`src/rtl/serial_subtractor_if.sv`:
```
// Handshake and operand/result bundle for the bit-serial subtractor.
// The master issues operations and the slave (the subtractor) returns results.
interface serial_subtractor_if #(
    parameter int N = 4
);
    logic         start;
    logic [N-1:0] a;
    logic [N-1:0] b;
    logic         bin;
    logic         busy;
    logic         done;
    logic [N-1:0] diff;
    logic         bout;

    modport master (
        output start, a, b, bin,
        input  busy, done, diff, bout
    );

    modport slave (
        input  start, a, b, bin,
        output busy, done, diff, bout
    );
endinterface

```
`src/rtl/serial_subtractor.sv`:
```
// Bit-serial N-bit subtractor: a - b - bin, LSB first, one full-subtractor
// step per clock with a registered borrow and a start/busy/done handshake.
module serial_subtractor #(
    parameter int N = 4
) (
    input logic               clk,
    input logic               rst,
    serial_subtractor_if.slave bus
);
    localparam int CW = (N > 1) ? $clog2(N) : 1;
    localparam logic [CW-1:0] LAST = CW'(N - 1);

    typedef enum logic {
        IDLE,
        SHIFT
    } state_t;

    state_t        state;
    logic [N-1:0]  a_sr;
    logic [N-1:0]  b_sr;
    logic [N-1:0]  partial;
    logic [N-1:0]  diff_r;
    logic [CW-1:0] count;
    logic          br;
    logic          bout_r;
    logic          busy_r;
    logic          done_r;

    logic          a0;
    logic          b0;
    logic          d;
    logic          bo;
    logic [N-1:0]  next_partial;

    // Full-subtractor cell on the current LSBs; each new bit enters at the MSB
    always_comb begin
        a0           = a_sr[0];
        b0           = b_sr[0];
        d            = a0 ^ b0 ^ br;
        bo           = (~a0 & b0) | (~(a0 ^ b0) & br);
        next_partial = partial >> 1;
        next_partial[N-1] = d;
    end

    always_ff @(posedge clk) begin
        if (rst) begin
            state   <= IDLE;
            a_sr    <= '0;
            b_sr    <= '0;
            partial <= '0;
            diff_r  <= '0;
            count   <= '0;
            br      <= 1'b0;
            bout_r  <= 1'b0;
            busy_r  <= 1'b0;
            done_r  <= 1'b0;
        end else begin
            done_r <= 1'b0;
            case (state)
                IDLE: begin
                    if (bus.start) begin
                        a_sr   <= bus.a;
                        b_sr   <= bus.b;
                        br     <= bus.bin;
                        count  <= '0;
                        busy_r <= 1'b1;
                        state  <= SHIFT;
                    end
                end
                SHIFT: begin
                    partial <= next_partial;
                    a_sr    <= a_sr >> 1;
                    b_sr    <= b_sr >> 1;
                    br      <= bo;
                    count   <= count + 1'b1;
                    // Results are only published on the last bit so diff/bout stay stable mid-operation
                    if (count == LAST) begin
                        diff_r <= next_partial;
                        bout_r <= bo;
                        done_r <= 1'b1;
                        busy_r <= 1'b0;
                        state  <= IDLE;
                    end
                end
            endcase
        end
    end

    assign bus.busy = busy_r;
    assign bus.done = done_r;
    assign bus.diff = diff_r;
    assign bus.bout = bout_r;
endmodule
```
`src/flat_wrapper.sv`:
```
// flat-port wrapper written by rule: the top's interface ports become plain ports
module serial_subtractor_flat 
#(
    parameter int N = 4
)
  (clk, rst, bus_start, bus_a, bus_b, bus_bin, bus_busy, bus_done, bus_diff, bus_bout);
  serial_subtractor_if #(.N(N)) bus_i ();
  input logic clk;
  input logic rst;
  input wire logic [$bits(bus_i.start)-1:0] bus_start;
  input wire logic [$bits(bus_i.a)-1:0] bus_a;
  input wire logic [$bits(bus_i.b)-1:0] bus_b;
  input wire logic [$bits(bus_i.bin)-1:0] bus_bin;
  output wire logic [$bits(bus_i.busy)-1:0] bus_busy;
  output wire logic [$bits(bus_i.done)-1:0] bus_done;
  output wire logic [$bits(bus_i.diff)-1:0] bus_diff;
  output wire logic [$bits(bus_i.bout)-1:0] bus_bout;
  assign bus_i.start = bus_start;
  assign bus_i.a = bus_a;
  assign bus_i.b = bus_b;
  assign bus_i.bin = bus_bin;
  assign bus_busy = bus_i.busy;
  assign bus_done = bus_i.done;
  assign bus_diff = bus_i.diff;
  assign bus_bout = bus_i.bout;
  serial_subtractor #(.N(N)) u_core (.clk(clk), .rst(rst), .bus(bus_i));
endmodule
```
`config.mk`:
```
export PLATFORM = sky130hd
export DESIGN_NAME = serial_subtractor_flat
export DESIGN_NICKNAME = d
export VERILOG_FILES = /design/src/rtl/serial_subtractor_if.sv /design/src/rtl/serial_subtractor.sv /design/src/flat_wrapper.sv
export SDC_FILE = /design/constraint.sdc
export NUM_CORES = 1
export LEC_CHECK = 0
export ABC_AREA = 1
export CAP_MARGIN = 20
export CORE_MARGIN = 5
export CORE_UTILIZATION = 44
export DETAILED_ROUTE_END_ITERATION = 8
export PLACE_DENSITY = 0.72
export SLEW_MARGIN = 5
export SYNTH_ARGS = -nofsm -noshare
export SYNTH_HDL_FRONTEND = slang
export SYNTH_SLANG_ARGS = --single-unit
```
`constraint.sdc`:
```
create_clock -name clk -period 1.3 [get_ports clk]
set_clock_uncertainty 0.1 [all_clocks]
set_input_delay 0.26 -clock clk [delete_from_list [all_inputs] [get_ports clk]]
set_output_delay 0.26 -clock clk [all_outputs]
set_load 0.005 [all_outputs]
```
Word level (Yosys, flattened, before mapping)
Cells that the tools add are included.
{ "op_classes": {"eq_ne": 3, "bitwise": 8, "n_reduce_logical": 3, "addsub": 1, "mux": 15} }
{ "ops": {"columns": ["operator", "count"], "rows": [
  ["$pmux W4 S2", 2],
  ["$mux W4", 2],
  ["$mux W1", 6],
  ["$pmux W1 S2", 3],
  ["$ne A2 B2 Y1 const B", 2],
  ["$pmux W2 S2", 1],
  ["$reduce_and A2 Y1", 2],
  ["$not A1 Y1", 3],
  ["$add A2 B1 Y2 const B", 1],
  ["$and A1 B1 Y1", 2],
  ["$eq A2 B2 Y1 const B", 1],
  ["$mux W2", 1],
  ["$reduce_or A2 Y1", 1],
  ["$xor A1 B1 Y1", 2],
  ["$or A1 B1 Y1", 1]
]} }
{ "totals": {"wordCells": 40, "regBits": 23, "inputBits": 12} }

Logic depth before layout (Yosys ltp)
Gate-level depths: netlist of the first run.
{ "logic_depth": {"word_depth": 5, "depth_mapped": 7, "ltp_nobuf": 7} }

Least setup slack after synthesis of the first run
OpenSTA, ideal clock, no wires.
{ "synth_path": {"path_type": "reg-to-reg", "from": "reg u_core.b_sr[0]", "to": "reg u_core.partial[3]", "setup_slack_ns": 0.029, "required_ns": 1.081, "synth_period_minus_slack_ns": 1.271, "arrival_ns": 1.051, "path_stages_with_launch": 5, "path_buffers": 0, "path_cell_list": "dfxtp_1 > inv_1 > fa_1 > o21ai_0 > a21oi_1"} }
{ "synth_between": {"elab_chain_cells": 2} }
{ "synth_lines": {"columns": ["element", "line_no", "rtl"], "rows": [
  ["from (decl)", "serial_subtractor.sv:20", "logic [N-1:0] b_sr;"],
  ["from (signal assigned)", "serial_subtractor.sv:63", "b_sr <= bus.b;"],
  ["from (signal assigned)", "serial_subtractor.sv:73", "b_sr <= b_sr >> 1;"],
  ["$xor A1 B1 Y1 (2 in series)", "serial_subtractor.sv:39", "d = a0 ^ b0 ^ br;"],
  ["net u_core.d", "serial_subtractor.sv:31", "logic d;"],
  ["to (signal assigned)", "serial_subtractor.sv:71", "partial <= next_partial;"],
  ["to (decl)", "serial_subtractor.sv:21", "logic [N-1:0] partial;"]
]} }
The timed path passes the listed nets, and every way through them passes these cells.
A chain may end at the register's enable or synchronous reset.

Final worst setup path of the first run
{ "layout_path": {"from": "reg u_core.br", "to": "reg u_core.partial[3]"} }
{ "layout_between": {"elab_chain_cells": 1} }
{ "layout_lines": {"columns": ["element", "line_no", "rtl"], "rows": [
  ["from (decl)", "serial_subtractor.sv:24", "logic br;"],
  ["from (signal assigned)", "serial_subtractor.sv:64", "br <= bus.bin;"],
  ["from (signal assigned)", "serial_subtractor.sv:74", "br <= bo;"],
  ["$xor A1 B1 Y1", "serial_subtractor.sv:39", null],
  ["net u_core.d", "serial_subtractor.sv:31", null]
]} }
The timed path passes the listed nets, and every way through them passes these cells.

==> summary.txt, run 1 <==
Run
  – Max Cap Viol: 0

STA
  – Final Cycle Share: 99.3%
  – Worst slew pin tran: 0.235 ns
  – Slew HR: 84.3%
  – Post-route minimum period: 1.29 ns
  – Final Max Slew Viols: 0
  – Setup TNS: 0 ns
  – Fmax achieved: 775 MHz
  – WHS: 0.371 ns
  – Unrepaired setup endpoints after global routing: true
  – Final setup vio count: 0
  – Final Hold Fails: 0

Final layout
  – Syn-to-layout area delta: 30.8%
  – Ant diodes: 0
  – FILL cells: 198
  – Register cell area after layout: 452 µm²
  – Final nets: 162
  – Final instance area: 1260 µm²
  – Finished Layout Cells: 175
  – Share of cells above drive strength 1: 28.6%
  – Multi-input combinational cell area: 407 µm²

Placed design
  – Placed cell count: 170
  – RePlAce Congestion: 0.761
  – Placed Area: 1180 µm²
  – I/O Buffers: 18
  – Hpwl dp: 1.42 mm

Floorplanning
  – Initial core utilization: 44.8%
  – Die area: 3220 µm²
  – Num rows: 17
  – Io pins: 19
  – Die height: 56.8 µm
  – Die Span X: 56.8 µm
  – Core footprint: 2150 µm²

Logic synthesis
  – Yosys top cell by area: dfxtp_1
  – Mapped Cells: 120
  – Syn_nets: 134
  – Top cells by area, synth: dfxtp_1, nand2_1, nand3_1, nand2_2, inv_1
  – Yosys warns: 0
  – Synthesized area: 962 µm²
  – #FFs+latches synth: 22
  – Synthesized area per cell: 8.02 µm²
  – Post-synth top area share: 45.8%
  – Sequential area share after synthesis: 45.8%
  – Distinct cells, synth: 16

Route
  – DR vias: 803
  – Pre-antenna DRT Iters: 4
  – Initial DRC count: 16
  – Post-DRT Antenna Nets: 0
  – Post-route DRC: 0
  – Drt wl/cell: 10.7 µm
  – Via/cell ratio: 4.59
  – Drt total wl: 1.87 mm

GRT
  – Pin count of the biggest net entering global routing: 14
  – Grt ovf: 0
  – Vias in the first global route: 800
  – Total GRT Usage: 13.1%
  – First-pass GRT wire length: 3.29 mm
  – Initial antenna violation count: 0

Worst setup path
  – Critical Path RT: 1.45 ns
  – CP max-delay cell: fa_2
  – CP Max Fanout: 2
  – Worst path max stage delay: 0.59 ns
  – CP arrival: 1.44 ns
  – Startpoint class of the critical path: register
  – WP buf/inv: 1
  – Worst setup EP type: register
  – WS Path Type: register to register
  – Critical path, cell by cell: inv_2, fa_2, o21ai_2, a21oi_2
  – CP top delay family: adder cells

CTS
  – Clk_lat worst skew: 0.31 ns
  – H-Tree Depth: 1
  – Max Root-Sink Buffers: 2
  – CTS clock-pin slew for the worst setup and hold paths: 0.12 ns
  – Total CTS buffers: 3
  – CTS tree: done
  – CTS root buffer: clkbuf_4
  – Sink Count: 22

Pwr
  – Pleak: 0.621 nW
  – Maximum vdd drop: 0.575 mV
  – PD cells: 1140 nW/µm²

Min path
  – Hold crit path type: register to register

Status
  – Status: finished clean
==> cell usage in the layout (no fill, tap or decap), drive strengths merged <==
cell type      synthesis  routed
ha                     1       1
clkdlybuf4s50          0      11
inv                   15      15
dlygate4sd2            0       5
clkdlybuf4s15          0       2
o21ai                  5       5
bufinv                 0       1
buf                    6      11
dfxtp                 22      22
nand2                 35      35
nand3                 20      20
clkbuf                 0       3
nor2                   9       9
fa                     1       1
a21oi                  6       6
==> path summary, 6_finish.rpt <==
path | startpoint | to | slack, ns | cells past startpoint
worst min register to register | u_core.bus.busy$_SDFFE_PP0P_ | u_core.bus.busy$_SDFFE_PP0P_ | 0.37 | 2
worst min-delay path | u_core.bus.busy$_SDFFE_PP0P_ | u_core.bus.busy$_SDFFE_PP0P_ | 0.37 | 2
worst max-delay path | u_core.br$_SDFFE_PP0P_ | u_core.partial[3]$_SDFFE_PP0P_ | 0.01 | 4
worst max register to register | u_core.br$_SDFFE_PP0P_ | u_core.partial[3]$_SDFFE_PP0P_ | 0.01 | 4
==> through the flow <==
step / utilization (%) / setup WS [ns] / power (mW)
final: 58.6 / 0.00959 / 1.44
after global routing: 58.6 / -0.0342 / 1.51
after CTS: 58.0 / -0.00718 / 1.45
after detailed placement: 55.1 / -0.164 / 0.931
after global placement: 55.1 / -0.143 / 0.925
after floorplan: - / 0.0294 / 0.864
==> what timing repair did <==
| item | CTS | global route |
|---|---|---|
| pin swaps | 2 | 0 |
| cloned | 0 | 0 |
| resized for setup | 18 | 5 |
| hold buffers | 0 | 0 |
| endpoints found under the setup margin | 9 | 4 |
| buffers inserted | 1 | 0 |
==> tightest hold or removal path, cell delays in order (launching register included) <==
cell and delay [ns]:
dfxtp_2 0.34, nor2_1 0.04, nor2_1 0.07
==> Yosys cell counts <==
master,count
buf_4,2
ha_1,1
inv_2,3
nand3_1,20
o21ai_0,5
a21oi_1,4
nand2_2,8
nor2_8,1
buf_6,3
nand2_1,27
inv_1,12
dfxtp_1,22
fa_1,1
buf_12,1
nor2_1,8
a21oi_2,2
==> sequential cells by signal, summed over array words and instances (netlist names) <==
signal	flops
u_core.a_sr	4
u_core.b_sr	4
u_core.bus.diff	4
u_core.partial	3
u_core.count	2
u_core.br	1
u_core.bus.bout	1
u_core.bus.busy	1
u_core.bus.done	1
u_core.state	1
==> layout make-up <==
cell class	count	share of cell area (%)
clock buffers	3	1.79
clock inverters	1	2.39
inverters	15	4.47
multi-input cells	77	32.3
flip-flops and latches	22	35.9
well taps	28	2.78
repair buffers	29	20.4
==> layer usage <==
metal | global-route usage [%] | vias to the layer above | share of wire (%)
met5 | 0 | - | 0
met4 | 8.94 | 0 | 1.0
met3 | 1.84 | 2 | 2.5
met2 | 22.9 | 14 | 52
met1 | 14.5 | 361 | 45
li1 | - | 426 | -
==> cell families (layout without fill, tap and decap cells) <==
| kind of cell | after synthesis | in the layout | synth area share, % |
|---|---|---|---|
| AO/OA/AOI/OAI | 11 | 11 | 6.50 |
| AND/OR/NAND/NOR | 64 | 64 | 31.3 |
| buffers and inverters | 21 | 48 | 13.0 |
| adder cells (fa/ha/maj) | 2 | 2 | 3.38 |
| flip-flops | 22 | 22 | 45.8 |
==> report_power, final <==
group          switching [mW]  internal (mW)  leakage [nW]
Clock                   0.205          0.312        0.0279
Combinational           0.100         0.0979         0.409
Sequential             0.0183          0.707         0.184
Total                   0.324           1.12         0.621
Note: power is estimated with default switching activity, not from simulation.
==> run 2: changes to the inputs <==
ABC_CLOCK_PERIOD_IN_PS = 1300   (was default)
GPL_ROUTABILITY_DRIVEN = 0   (was default)
==> results of run 2 <==
The final DEF is identical to that of run 1; final timing and power are the same.
